$ cat config.mk
export PLATFORM = sky130hd
export DESIGN_NAME = jtkicker_pcm_player
export DESIGN_NICKNAME = d
export VERILOG_FILES = /design/src/rtl/jtkicker_pcm_player.sv
export SDC_FILE = /design/constraint.sdc
export NUM_CORES = 1
export LEC_CHECK = 0
export CAP_MARGIN = 20
export CORE_ASPECT_RATIO = 1.4
export CORE_MARGIN = 8
export CORE_UTILIZATION = 45
export CTS_CLUSTER_DIAMETER = 200
export DETAILED_ROUTE_END_ITERATION = 10
export PLACE_DENSITY = 0.79
export SLEW_MARGIN = 5
export SYNTH_ARGS = -nofsm -noshare
export SYNTH_HDL_FRONTEND = slang
export SYNTH_SLANG_ARGS = --single-unit
export TNS_END_PERCENT = 20
$ cat constraint.sdc
create_clock -name clk -period 2.4 [get_ports clk]
set_clock_uncertainty 0.1 [all_clocks]
set_input_delay 0.6 -clock clk [delete_from_list [all_inputs] [get_ports clk]]
set_output_delay 0.6 -clock clk [all_outputs]
set_load 0.02 [all_outputs]
$ cat src/rtl/jtkicker_pcm_player.sv
// Streams 8-bit unsigned PCM bytes from the PCM ROM slot and outputs them as signed samples, one byte fetched ahead.
// Latency: start -> rom_cs 1 cycle; each sample lands on the cen after its byte is buffered.
// Backpressure: a slow rom_ok stalls the fetch; a cen with an empty buffer sets sticky underrun and holds snd.
module jtkicker_pcm_player #(
    parameter int          AW      = 16,
    parameter logic [7:0]  ENDMARK = 8'hFF
) (
    input  logic          clk,
    input  logic          rst,
    input  logic          cen,
    input  logic          start,
    input  logic [AW-1:0] start_addr,
    input  logic          stop,
    output logic          busy,
    output logic          rom_cs,
    output logic [AW-1:0] rom_addr,
    input  logic [7:0]    rom_data,
    input  logic          rom_ok,
    output logic [7:0]    snd,
    output logic          sample,
    output logic          underrun
);

    typedef enum logic [2:0] {
        IDLE  = 3'd0,
        ADDR  = 3'd1,
        WAIT  = 3'd2,
        FULL  = 3'd3,
        DRAIN = 3'd4
    } state_t;

    state_t        state_q, state_d;
    logic [AW-1:0] rom_addr_q, rom_addr_d;
    logic [7:0]    pcm_buf_q, pcm_buf_d;
    logic          buf_valid_q, buf_valid_d;
    logic          busy_q, busy_d;
    logic          rom_cs_q, rom_cs_d;
    logic [7:0]    snd_q, snd_d;
    logic          sample_q, sample_d;
    logic          underrun_q, underrun_d;

    // Next-state logic: start beats stop, stop beats the normal sequence.
    always_comb begin
        state_d     = state_q;
        rom_addr_d  = rom_addr_q;
        pcm_buf_d   = pcm_buf_q;
        buf_valid_d = buf_valid_q;
        busy_d      = busy_q;
        snd_d       = snd_q;
        sample_d    = 1'b0;
        underrun_d  = underrun_q;

        if (start) begin
            // Restart from any state; snd keeps its value until the next played byte.
            state_d     = ADDR;
            rom_addr_d  = start_addr;
            busy_d      = 1'b1;
            underrun_d  = 1'b0;
            buf_valid_d = 1'b0;
        end else if (stop && (state_q != IDLE)) begin
            // Abort: silence output, keep rom_addr where it was.
            state_d     = IDLE;
            busy_d      = 1'b0;
            snd_d       = 8'd0;
            buf_valid_d = 1'b0;
        end else begin
            case (state_q)
                IDLE: begin
                    snd_d = 8'd0;
                end
                ADDR: begin
                    // rom_ok here still refers to the previous address, so it is ignored.
                    if (cen) underrun_d = 1'b1;
                    state_d = WAIT;
                end
                WAIT: begin
                    if (cen) underrun_d = 1'b1;
                    if (rom_ok) begin
                        pcm_buf_d   = rom_data;
                        buf_valid_d = 1'b1;
                        if (rom_data == ENDMARK) begin
                            state_d = DRAIN;
                        end else begin
                            rom_addr_d = rom_addr_q + 1'b1;
                            state_d    = FULL;
                        end
                    end
                end
                FULL: begin
                    if (cen && buf_valid_q) begin
                        snd_d       = pcm_buf_q ^ 8'h80;
                        sample_d    = 1'b1;
                        buf_valid_d = 1'b0;
                        state_d     = ADDR;
                    end
                end
                DRAIN: begin
                    // Terminator is consumed by this cen but never played.
                    if (cen) begin
                        snd_d       = 8'd0;
                        sample_d    = 1'b1;
                        busy_d      = 1'b0;
                        buf_valid_d = 1'b0;
                        state_d     = IDLE;
                    end
                end
                default: begin
                    state_d = IDLE;
                end
            endcase
        end

        // Chip select is registered from the next state so it is high for all of ADDR and WAIT.
        rom_cs_d = (state_d == ADDR) || (state_d == WAIT);
    end

    // State and output registers with asynchronous active-low reset.
    always_ff @(posedge clk or negedge rst) begin
        if (!rst) begin
            state_q     <= IDLE;
            rom_addr_q  <= '0;
            pcm_buf_q   <= 8'd0;
            buf_valid_q <= 1'b0;
            busy_q      <= 1'b0;
            rom_cs_q    <= 1'b0;
            snd_q       <= 8'd0;
            sample_q    <= 1'b0;
            underrun_q  <= 1'b0;
        end else begin
            state_q     <= state_d;
            rom_addr_q  <= rom_addr_d;
            pcm_buf_q   <= pcm_buf_d;
            buf_valid_q <= buf_valid_d;
            busy_q      <= busy_d;
            rom_cs_q    <= rom_cs_d;
            snd_q       <= snd_d;
            sample_q    <= sample_d;
            underrun_q  <= underrun_d;
        end
    end

    assign busy     = busy_q;
    assign rom_cs   = rom_cs_q;
    assign rom_addr = rom_addr_q;
    assign snd      = snd_q;
    assign sample   = sample_q;
    assign underrun = underrun_q;

endmodule

==> results_dict.tcl <==
set metrics [dict create \
    cp-start-kind "input pin" \
    core.rowCount 29 \
    pre_cts_ws_ps -126 \
    power.leakage_nw 1.19 \
    cts_tree "built" \
    antennaDiodeCount 0 \
    required_ps 2470 \
    worst_setup_path_end_kind "flop" \
    drtAntennaViolNets 0 \
    grt_max_degree 41 \
    core_area_um2 4540 \
    netlist_instances 216 \
    reg2reg_slack_ps 430 \
    worstRegToRegCells 4 \
    layoutNonFillerInstCount 344 \
    grt_pass1_vias 1901 \
    fin_nets 312 \
    die_h_um 97.2 \
    synthFlopType "dfrtp_1" \
    hp-class "input pin to asynchronous set/reset pin" \
    dp.cells 336 \
    die_x_um 74 \
    fmax_mhz 452 \
    tightest_slew_ps 552 \
    dieArea_um2 7190 \
    fin_ws_ps 186 \
    drtIter0Drc 88 \
    wl_um 5300 \
    ios 58 \
    gp_congestion 0.841 \
    syn-cell-area_um2 2120 \
    final_cell_area_um2 2910 \
    avgRoutedWirePerCell_um 15.4 \
    cts-buffers-inserted 5 \
    min_period_ps 2210 \
    crit_type "input pin to flop" \
    dp_hpwl_um 3980 \
    synth_edf_count 0 \
    p_seq_share_pct 47.8 \
    synth_seq_area_share_pct 47.2 \
    cts_buffer_depth 2 \
    remaining_drc_errors 0 \
    r2r-end "rom_addr[13]" \
    grt_pass1_wl_um 8990 \
    crit_fanout 21 \
    drt-pass1-iter-count 4 \
    finalSetupViolCount 0 \
    port_buffers 57 \
    ir_worst_vdd_v 0.000286 \
    cts.sinks 40 \
    status "finished clean" \
    ys_ff_latch 40 \
    switchingPower_mw 0.447 \
    synth.distinct_cells 43 \
    track_usage_pct 15.4 \
    avgViaCountPerCell 5.51 \
    cap_violations 0 \
    cts_resized 0 \
    synthArstFlopShare_pct 100 \
    antenna_found_initial 0 \
    pwr-share-clk_pct 32.6 \
    final_core_util_pct 64.2 \
    area_delta_synth_final_pct 37.4 \
    yosysWarnings 0 \
    placed_cell_area_um2 2800 \
    clkTransAtPathRegs_ps 80 \
    period_share_pct 92.2 \
    rsz0062_at_grt "no" \
    vias 1894 \
    drive_above_1_share_pct 12.4 \
    r2r_start "state_q[1]" \
    swShare_pct 26.9 \
    clockRootBuffer "clkbuf_8" \
    start_util_pct 46.7 \
    power_density_nw_per_um2 570 \
    syn_nets 247 \
    gr-total-overflow 0 \
    finalMaxSlewViolations 0 \
    h-tree-depth 2 \
    clk_latency_ps 290 \
    postCtsSetupRepairBufs 0 \
    hold_viol_final 0 \
    relSlewSlack_pct 63.0 \
    cts_hold_buf 0 \
    combPwrFrac_pct 19.6 \
    worst_ep_arrival_time_ps 2280 \
    p_int_mw 1.21 \
    syn_area_per_cell_um2 9.81 \
]
-- worst max-delay path by stage --
stage           startpoint            to  slack [ps]  cells past startpoint
2_1_floorplan          cen        snd[7]         360                      5
3_3_place_gp   rom_data[6]   rom_addr[0]         -80                      6
3_5_place_dp   rom_data[6]  rom_addr[10]        -130                      5
4_1_cts        rom_data[6]  rom_addr[10]         180                      5
5_1_grt        rom_data[4]   rom_addr[0]          50                      6
6_report       rom_data[6]   rom_addr[0]         190                      6
-- flip-flops by register name (all words and copies together) (netlist names) --
signal	flops
rom_cs	1
rom_addr	16
underrun	1
pcm_buf_q	8
state_q	3
buf_valid_q	1
busy	1
snd	8
sample	1
-- kinds of logic (layout without fill, tap and decap cells) --
family                     Yosys count  count (layout)  share of synthesized area [%]
and+or+nand+nor                     85              85                           21.4
adders and majority gates            1               1                          0.590
buffers and inverters               23              89                           5.31
xor gates and xnor gates             4               4                           1.65
muxes                               17              17                           8.56
DFF                                 40              40                           47.2
AOI/OAI and AO/OA                   46              46                           15.3
-- power by group through the flow --
stage / combinational (mW) / sequential, mW / clock, mW
finish: 0.326 / 0.794 / 0.541
global route: 0.357 / 0.804 / 0.576
CTS: 0.332 / 0.794 / 0.558
detailed placement: 0.330 / 0.806 / 0
global placement: 0.325 / 0.806 / 0
floorplan: 0.130 / 0.828 / 0
-- cell usage after synthesis (5+ instances only) --
master / count / area, um^2
o21ai_0: 7 / 35.0
inv_1: 11 / 41.3
a31oi_1: 11 / 68.8
nand3_1: 10 / 50.1
nand4_1: 6 / 37.5
and3_1: 5 / 31.3
o31ai_1: 7 / 52.6
nor2_1: 16 / 60.1
a21oi_1: 7 / 35.0
or4_1: 9 / 67.6
mux2_2: 9 / 101
mux2i_1: 8 / 80.1
nand2_1: 24 / 90.1
dfrtp_1: 40 / 1000
clkbuf_1: 6 / 22.5
-- worst max-delay path, cell delays in order --
cell and delay [ps]:
clkdlybuf4s50_1 470, nand4_1 220, o211ai_4 550, buf_4 220, xor2_1 130, o21ai_0 80
-- cell usage in the layout, fill, tap and decap left out, drive strengths merged, types with 4 or more instances in the layout --
cell type and n:
inv 11, o31ai 7, nor2 17, buf 14
xor2 4, dfrtp 40, clkbuf 5, mux2i 8
and3 5, nand3 10, a21oi 8, a31oi 11
or4 9, o21ai 7, nand2 24, clkdlybuf4s50 56
nand4 6, mux2 9
-- layer usage --
metal / share of wire [%] / track usage (%) / routed length [um] / vias to the layer above
met5: 0 / 0 / 0 / -
met2: 51 / 26.0 / 2690 / 71
li1: - / - / - / 915
met3: 7.1 / 4.55 / 376 / 11
met1: 41 / 18.1 / 2170 / 897
met4: 1.1 / 3.86 / 59 / 0
-- through the flow --
step / power [mW] / hold WS (ps) / setup TNS [ps]
global route: 1.74 / 296 / 0
floorplan: 0.959 / 204 / 0
finish: 1.66 / 252 / 0
detailed placement: 1.14 / 394 / -837
global placement: 1.13 / 384 / -470
CTS: 1.68 / 273 / 0
-- layout make-up --
cell class	instances	area [um^2]
sequential	40	1000
multi-input combinational	153	1010
tap	62	77.6
fill	382	1620
inverter	11	41.3
timing repair buffer	70	676
clock inverter	3	42.5
clock buffer	5	68.8
Note: power is estimated with default switching activity, not from simulation.
